### src/rtl/rv32_pkg.sv
// Shared RV32I definitions for the writeback slice:
// load funct3 codes, writeback FSM states and XLEN.
package rv32_pkg;

  localparam int XLEN = 32;

  localparam logic [2:0] F3_LB  = 3'b000;
  localparam logic [2:0] F3_LH  = 3'b001;
  localparam logic [2:0] F3_LW  = 3'b010;
  localparam logic [2:0] F3_LBU = 3'b100;
  localparam logic [2:0] F3_LHU = 3'b101;

  typedef enum logic {
    IDLE,
    WAIT_MEM
  } wb_state_t;

endpackage

### src/rtl/wb_load_align.sv
// Load data alignment and extension, plus the
// misaligned/illegal-funct3 flag used at accept time.
module wb_load_align
  import rv32_pkg::*;
(
  input  logic [2:0]      funct3,
  input  logic [1:0]      addr,
  input  logic [XLEN-1:0] rdata,
  output logic [XLEN-1:0] wdata,
  output logic            bad
);

  logic [7:0]  byte_sel;
  logic [15:0] half_sel;

  assign byte_sel = rdata[{addr, 3'b000} +: 8];
  assign half_sel = addr[1] ? rdata[31:16]
                            : rdata[15:0];

  // Decode load type into extended data and error flag
  always_comb begin
    wdata = '0;
    bad   = 1'b0;
    unique case (1'b1)
      (funct3 == F3_LB):
        wdata = {{24{byte_sel[7]}}, byte_sel};
      (funct3 == F3_LBU):
        wdata = {24'h0, byte_sel};
      (funct3 == F3_LH): begin
        wdata = {{16{half_sel[15]}}, half_sel};
        bad   = addr[0];
      end
      (funct3 == F3_LHU): begin
        wdata = {16'h0, half_sel};
        bad   = addr[0];
      end
      (funct3 == F3_LW): begin
        wdata = rdata;
        bad   = (addr != 2'b00);
      end
      default: bad = 1'b1;
    endcase
  end

endmodule

### src/rtl/wb_stage.sv
// RV32I writeback stage driving the register-file write port.
// Optional retired-instruction counter: define WB_INSTRET_EN.
module wb_stage
  import rv32_pkg::*;
#(
  parameter int CNT_W = 64
) (
  input  logic             clk,
  input  logic             reset,
  input  logic             in_valid,
  output logic             in_ready,
  input  logic [4:0]       in_rd,
  input  logic [XLEN-1:0]  in_result,
  input  logic             in_is_load,
  input  logic [2:0]       in_funct3,
  input  logic             mem_rvalid,
  input  logic [XLEN-1:0]  mem_rdata,
  output logic             rf_we,
  output logic [4:0]       rf_rd,
  output logic [XLEN-1:0]  rf_wdata,
  output logic             load_err,
  output logic [CNT_W-1:0] instret
);

  wb_state_t       state;
  wb_state_t       state_n;
  logic [4:0]      rd_q;
  logic [2:0]      f3_q;
  logic [1:0]      addr_q;
  logic            accept;
  logic            go_alu;
  logic            go_ld;
  logic            go_err;
  logic            ld_done;
  logic            retire;
  logic [2:0]      al_f3;
  logic [1:0]      al_addr;
  logic [XLEN-1:0] al_wdata;
  logic            al_bad;
  logic [4:0]      wr_rd;
  logic [XLEN-1:0] wr_data;

  assign in_ready = (state != WAIT_MEM);
  assign accept   = in_valid && in_ready;

  // One aligner: checks the incoming load while idle,
  // aligns the response using latched fields while waiting.
  assign al_f3   = (state == WAIT_MEM) ? f3_q
                                       : in_funct3;
  assign al_addr = (state == WAIT_MEM) ? addr_q
                                       : in_result[1:0];

  wb_load_align u_align (
    .funct3 (al_f3),
    .addr   (al_addr),
    .rdata  (mem_rdata),
    .wdata  (al_wdata),
    .bad    (al_bad)
  );

  // State register
  always_ff @(posedge clk or negedge reset) begin
    if (!reset) state <= IDLE;
    else        state <= state_n;
  end

  // Next state and per-cycle retire/error events
  always_comb begin
    state_n = state;
    go_alu  = 1'b0;
    go_ld   = 1'b0;
    go_err  = 1'b0;
    ld_done = 1'b0;
    unique case (state)
      IDLE: begin
        if (accept) begin
          if (!in_is_load) begin
            go_alu = 1'b1;
          end else if (al_bad) begin
            go_err = 1'b1;
          end else begin
            go_ld   = 1'b1;
            state_n = WAIT_MEM;
          end
        end
      end
      WAIT_MEM: begin
        if (mem_rvalid) begin
          ld_done = 1'b1;
          state_n = IDLE;
        end
      end
      default: state_n = IDLE;
    endcase
  end

  assign retire  = go_alu || ld_done;
  assign wr_rd   = go_alu ? in_rd : rd_q;
  assign wr_data = go_alu ? in_result : al_wdata;

  // Latch the fields of a pending load
  always_ff @(posedge clk or negedge reset) begin
    if (!reset) begin
      rd_q   <= '0;
      f3_q   <= '0;
      addr_q <= '0;
    end else if (go_ld) begin
      rd_q   <= in_rd;
      f3_q   <= in_funct3;
      addr_q <= in_result[1:0];
    end
  end

  // Register-file write port; x0 never written
  always_ff @(posedge clk or negedge reset) begin
    if (!reset) begin
      rf_we    <= 1'b0;
      rf_rd    <= '0;
      rf_wdata <= '0;
      load_err <= 1'b0;
    end else begin
      rf_we    <= retire && (wr_rd != 5'd0);
      load_err <= go_err;
      if (retire && (wr_rd != 5'd0)) begin
        rf_rd    <= wr_rd;
        rf_wdata <= wr_data;
      end
    end
  end

`ifdef WB_INSTRET_EN
  // Count retirements, visible in the write cycle
  always_ff @(posedge clk or negedge reset) begin
    if (!reset)      instret <= '0;
    else if (retire) instret <= instret + 1'b1;
  end
`else
  assign instret = '0;
`endif

endmodule
### config.mk
export PLATFORM = sky130hd
export DESIGN_NAME = wb_stage
export DESIGN_NICKNAME = d
export VERILOG_FILES = /design/src/rtl/rv32_pkg.sv /design/src/rtl/wb_load_align.sv /design/src/rtl/wb_stage.sv
export SDC_FILE = /design/constraint.sdc
export NUM_CORES = 1
export LEC_CHECK = 0
export CAP_MARGIN = 15
export CORE_MARGIN = 2
export CORE_UTILIZATION = 40
export DETAILED_ROUTE_END_ITERATION = 8
export PLACE_DENSITY_LB_ADDON = 0.05
export SYNTH_ARGS = -nofsm -noshare
export SYNTH_HDL_FRONTEND = slang
export SYNTH_HIERARCHICAL = 1
export SYNTH_SLANG_ARGS = --single-unit
### constraint.sdc
create_clock -name clk -period 3.5 [get_ports clk]
set_input_delay 0.525 -clock clk [delete_from_list [all_inputs] [get_ports clk]]
set_output_delay 0.525 -clock clk [all_outputs]
set_load 0.01 [all_outputs]
==> results.yml, run 1 <==
clocking:
  ctsResizeCount: 0
  cts_buffer_depth: 2
  worstSkewPairLatency_ps: 310
  cts_hold_buf: 0
  cts_buffers: 5
  cts.sinks: 50
  cts_tree: "built"
  htree_levels: 2
  clockRootBuffer: "clkbuf_8"
  post_cts_buffers: 0
  cts.clk_slew.worst_paths_ps: 100
synth:
  yosys_most_used_dff: "dfrtp_1"
  avgSynthCellArea_sq_um: 11.5
  synth_fa_ha_area_share_pct: 0
  syn_inst: 347
  synth_area_sq_um: 3980
  synthMuxAreaShare_pct: 30.4
  synth_xor_xnor_area_share_pct: 0
  ys_seq_area_share_pct: 31.5
  yosys_warnings: 6
  synth-compound-area-share_pct: 15.9
  synthSimpleGateAreaFrac_pct: 5.32
  synth_edf_count: 0
  synth_top_family_by_area: "multiplexers"
  synth-async-reset-ratio_pct: 100
  yosysUniqueCellTypes: 48
  ys_ff_latch: 50
place:
  place_congestion: 0.786
  port_buffers: 116
  dp_hpwl_um: 7520
  place_ws_ps: 324
cells_and_area:
  seqCellArea_sq_um: 1250
  antenna_cells: 0
  num-fill-cells: 885
  final_cell_mix: "115 x clkdlybuf4s50_1, 64 x conb_1, 52 x mux2_2, 50 x dfrtp_1, 31 x mux2_4"
  final_nets: 532
  layout_commonest_cell: "clkdlybuf4s50_1"
  multi_input_area_sq_um: 2300
  syn_to_final_growth_pct: 27.7
  drive_gt1_share_pct: 27.4
route:
  drt_iter0_drc: 116
  drc: 0
  vias: 2889
  via_per_inst: 4.90
  wire_per_inst_um: 16.8
  drt_pass1_iterations: 4
  ant_nets: 0
  routed_wl_um: 9880
floorplanning:
  coreArea_sq_um: 9730
  die-height_um: 104
  initial_core_util_pct: 40.9
  die_area_sq_um: 10800
  fp-row-count: 36
  pin_count: 181
  die_w_um: 104
worst_setup_path:
  worst_ep_required_time_ps: 3700
  crit_type: "reg2reg"
  arrival_ps: 3110
  worst_setup_path_end_kind: "flip-flop"
  critPathLaunchType: "flip-flop"
  cp_slowest_stage_delay_ps: 640
  crit_slowest_cell: "dfrtp_1"
  rrSetupSlack_ps: 600
  crit_chain: "mux2_2 -> mux2_4 -> a21boi_4 -> buf_4 -> a211oi_1 -> mux2_2 -> mux2_4"
  crit_fanout: 18
sta:
  setup_violations: 0
  holdWs_ps: 343
  worst_pin_slew_ps: 917
  finalHoldViolCount: 0
  period_share_pct: 83.0
  rsz0062_at_grt: "false"
  post-route-min-period_ps: 2900
  tns_ps: 0
  setup_ws_ps: 596
  slew_viol_final: 0
  fmax_mhz: 344
  slew-limit-headroom_pct: 38.9
  finClkSkew_ps: 5.09
grt:
  track_usage_pct: 18.0
  grt_pass1_wl_um: 15500
  grt_max_degree: 41
  gr-total-overflow: 0
  antenna_found_initial: 0
  grt_pass1_vias: 2841
power:
  leakage_nw: 2.21
  max-vdd-ir-drop_uv: 315
  p_per_area_nw_per_um2: 650
run:
  cap_violations: 0
worst_hold_path:
  hold_path.class: "in2async"
outcome:
  status: "completed"
sequential cells by signal, summed over array words and instances (netlist names):
signal    flops
load_err      1
rf_rd         5
state         1
rf_wdata     32
rd_q          5
rf_we         1
addr_q        2
f3_q          3
cells in the mapped netlist (all sizes together) (2+ instances only):
library cell	n	area, sq um
mux2	87	1100
buf	80	621
dfrtp	50	1250
a22oi	18	135
a211oi	16	170
o21ai	10	50.1
clkbuf	9	35.0
mux2i	9	90.1
nand2	8	30.0
a221o	7	70.1
nor2b	6	40.0
nor2	5	18.8
nor3	5	25.0
o221ai	5	43.8
a22o	4	35.0
inv	3	11.3
nor3b	3	33.8
a21oi	2	13.8
a2bb2oi	2	35.0
or2	2	15.0
or4	2	15.0
path summary, 6_finish.rpt:
kind | from | to | cells after the start
max reg2reg | state$_DFF_PN0_ | rf_wdata[26]$_DFFE_PN0P_ | 7
max in group asynchronous | reset | rf_wdata[2]$_DFFE_PN0P_ | 2
min reg2reg | f3_q[1]$_DFFE_PN0P_ | f3_q[1]$_DFFE_PN0P_ | 1
min in group clk | f3_q[1]$_DFFE_PN0P_ | f3_q[1]$_DFFE_PN0P_ | 1
min | reset | rf_rd[2]$_DFFE_PN0P_ | 1
max | state$_DFF_PN0_ | rf_wdata[26]$_DFFE_PN0P_ | 7
layer usage:
layer | up-vias | share of wire (%) | global-route usage, % | routed length, um
met5 | - | 0 | 0 | 0
met3 | 6 | 6.6 | 4.03 | 653
met4 | 0 | 0.63 | 2.90 | 62
li1 | 1367 | - | - | -
met1 | 1388 | 47 | 25.3 | 4640
met2 | 128 | 46 | 28.8 | 4520
cell families after synthesis:
| family | Yosys count |
|---|---|
| AOI/OAI and AO/OA | 72 |
| buffers and inverters | 92 |
| DFF | 50 |
| muxes | 97 |
| other | 1 |
| and+or+nand+nor | 35 |
worst max-delay path, delay by kind of cell, from the launching register on:
kind	cells	cell delay, ps
multiplexers	4	1530
flip-flops	1	640
AO/OA/AOI/OAI	2	360
buffers and inverters	1	250
per-stage QoR:
step	power (mW)	instances	instance area, sq um	utilization [%]
3_3_place_gp	2.88	581	4970	51.1
2_1_floorplan	2.25	410	4210	-
4_1_cts	3.34	589	5080	52.2
6_report	3.30	589	5080	52.2
5_1_grt	3.51	589	5080	52.2
3_5_place_dp	2.90	581	4970	51.1
area by class of cell:
| type | instances | area share (%) |
|---|---|---|
| Tap cell | 133 | 3.28 |
| Clock buffer | 5 | 1.36 |
| Timing Repair Buffer | 127 | 24.4 |
| Multi-Input combinational cell | 268 | 45.3 |
| Clock inverter | 3 | 0.789 |
| Sequential cell | 50 | 24.6 |
| Inverter | 3 | 0.222 |
where the power goes:
part	switching, mW	internal [mW]
clock network	0.206	0.211
registers	0.172	0.849
logic	0.761	1.10
total	1.14	2.16
Note: power is estimated with default switching activity, not from simulation.
==> run 2, diff against run 1 <==
==> constraint.sdc (replaced) <==
create_clock -name clk -period 2.7 [get_ports clk]
set_input_delay 0.405 -clock clk [delete_from_list [all_inputs] [get_ports clk]]
set_output_delay 0.405 -clock clk [all_outputs]
set_load 0.01 [all_outputs]
==> run 2 against run 1 <==
- utilization increased by 2.4 points
- critical endpoint is now rd_q[2]$_DFFE_PN0P_
- highest routed layer unchanged
- sequential share of layout area decreased by 1.1 points
- via count increased by 0.31%
- wire length decreased by 0.83%
- combinational power increased by 38%
==> results.yml, run 2 (synthesis gave the netlist of run 1 again) <==
power:
  leakage_nw: 2.33
  finalPower_mw: 4.51
  max-vdd-ir-drop_uv: 488
  p_per_area_nw_per_um2: 850
grt:
  grt_pass1_vias: 2845
  track_usage_pct: 18.1
  antenna_found_initial: 0
  grt_pass1_wl_um: 15600
  grt_max_degree: 33
  gr-total-overflow: 0
sta:
  setup_ws_ps: 140
  fmax_mhz: 391
  post-route-min-period_ps: 2560
  slew_viol_final: 0
  slew-limit-headroom_pct: 49.1
  finClkSkew_ps: 11.8
  finalHoldViolCount: 0
  worst_pin_slew_ps: 764
  period_share_pct: 94.8
  rsz0062_at_grt: "false"
  setup_violations: 0
route:
  vias: 2898
  routed_wl_um: 9800
  drt_iter0_drc: 100
  drt_pass1_iterations: 4
  wire_per_inst_um: 16.2
  ant_nets: 0
  via_per_inst: 4.78
  drc: 0
cells_and_area:
  final_cell_mix: "115 x clkdlybuf4s50_1, 64 x conb_1, 52 x mux2_2, 50 x dfrtp_1, 31 x mux2_4"
  antenna_cells: 0
  syn_to_final_growth_pct: 33.6
  layout_commonest_cell: "clkdlybuf4s50_1"
  top_regs: "rf_wdata x32, rd_q x5, rf_rd x5"
  num-fill-cells: 895
  regMostFlops: "rf_wdata"
  final_nets: 549
  largest_register_ffs: 32
  drive_gt1_share_pct: 30.2
  instances_no_fill: 606
outcome:
  status: "completed"
worst_setup_path:
  crit_fanout: 7
  critPathLaunchType: "flip-flop"
  worst_setup_path_end_kind: "flip-flop"
  worst_ep_required_time_ps: 2900
  arrival_ps: 2760
  crit_type: "reg2reg"
worst_hold_path:
  hold_path.class: "in2async"
clocking:
  cts.clk_slew.worst_paths_ps: 100
  clockRootBuffer: "clkbuf_8"
  cts_hold_buf: 0
  cts_buffers: 5
  cts.sinks: 50
  cts_tree: "built"
  worstSkewPairLatency_ps: 310
  cts_buffer_depth: 2
  htree_levels: 2
floorplanning:
  fp-row-count: 36
  initial_core_util_pct: 40.9
  pin_count: 181
  die_w_um: 104
  die-height_um: 104
  die_area_sq_um: 10800
  coreArea_sq_um: 9730
place:
  dp_hpwl_um: 7700
  place_congestion: 0.776
  port_buffers: 116
  place_ws_ps: -73.3
  dpl.cell_count: 598
run:
  cap_violations: 0
-- run 2: changes by cell type in the layout (fill, tap and decap cells not counted), sizes merged --
cell / before / now
buf: 12 / 29
clkinv: 2 / 1
bufinv: 1 / 2
-- run 2: routing by layer --
layer / vias to the layer above / track usage, % / part of all wire, %
met1: 1373 / 24.8 / 45
li1: 1406 / - / -
met3: 6 / 4.91 / 7.3
met4: 0 / 3.19 / 0.74
met2: 113 / 29.0 / 46
met5: - / 0 / 0
-- run 2: path summary, 6_finish.rpt --
kind,from,end,slack (ps),cells past startpoint
hold / removal,reset,rf_rd[4]$_DFFE_PN0P_,150,1
max in group asynchronous,reset,rf_wdata[21]$_DFFE_PN0P_,1790,2
hold reg to reg,rf_wdata[21]$_DFFE_PN0P_,rf_wdata[21]$_DFFE_PN0P_,510,1
setup / recovery,state$_DFF_PN0_,rd_q[2]$_DFFE_PN0P_,140,7
min in group clk,rf_wdata[21]$_DFFE_PN0P_,rf_wdata[21]$_DFFE_PN0P_,510,1
setup reg to reg,state$_DFF_PN0_,rd_q[2]$_DFFE_PN0P_,140,7
-- run 2: stage by stage --
step                      setup TNS (ps)  hold WS (ps)  instance area (sq um)  util, %
final                                  0           154                   5310     54.6
after global routing                   0           210                   5310     54.6
after CTS                              0           187                   5310     54.6
after detailed placement            -723           481                   5170     53.2
after global placement              -408           482                   5170     53.2
after floorplan                        0           109                   4210        -
-- run 2: area by class of cell --
type / instances / area, sq um / share of cell area, %
multi-input cells: 268 / 2300 / 43.4
repair buffers: 144 / 1440 / 27.1
flip-flops and latches: 50 / 1250 / 23.6
well taps: 133 / 166 / 3.13
clock buffers: 5 / 68.8 / 1.30
clock inverters: 3 / 68.8 / 1.30
inverters: 3 / 11.3 / 0.212
-- run 2: timing repair --
action                                  4_1_cts  5_1_grt
setup buffers                                 0        0
resized for setup                             0        1
endpoints found under the setup margin        0        3
-- run 2: where the power goes --
part	internal [mW]	total, mW	switching (mW)
Clock	0.371	0.637	0.266
Combinational	1.55	2.56	1.01
Sequential	1.10	1.32	0.219
Total	3.02	4.51	1.49
-- run 2: critical path, cell delays in order, from the launching register on --
cell,delay (ps)
dfrtp_1,530
mux2_2,420
or2_2,290
o21a_1,170
o22a_1,180
nor4bb_2,310
buf_4,210
mux2_2,340
==> run 3, diff against run 2 <==
--- a/config.mk
+++ b/config.mk
@@ -9,7 +9,9 @@
 export CORE_MARGIN = 2
 export CORE_UTILIZATION = 40
 export DETAILED_ROUTE_END_ITERATION = 8
+export HOLD_SLACK_MARGIN = 0.1
 export PLACE_DENSITY_LB_ADDON = 0.05
+export SLEW_MARGIN = 20
 export SYNTH_ARGS = -nofsm -noshare
 export SYNTH_HDL_FRONTEND = slang
 export SYNTH_HIERARCHICAL = 1
==> results of run 3 <==
Same layout as run 2: the final DEF is identical, and so are final timing and power.
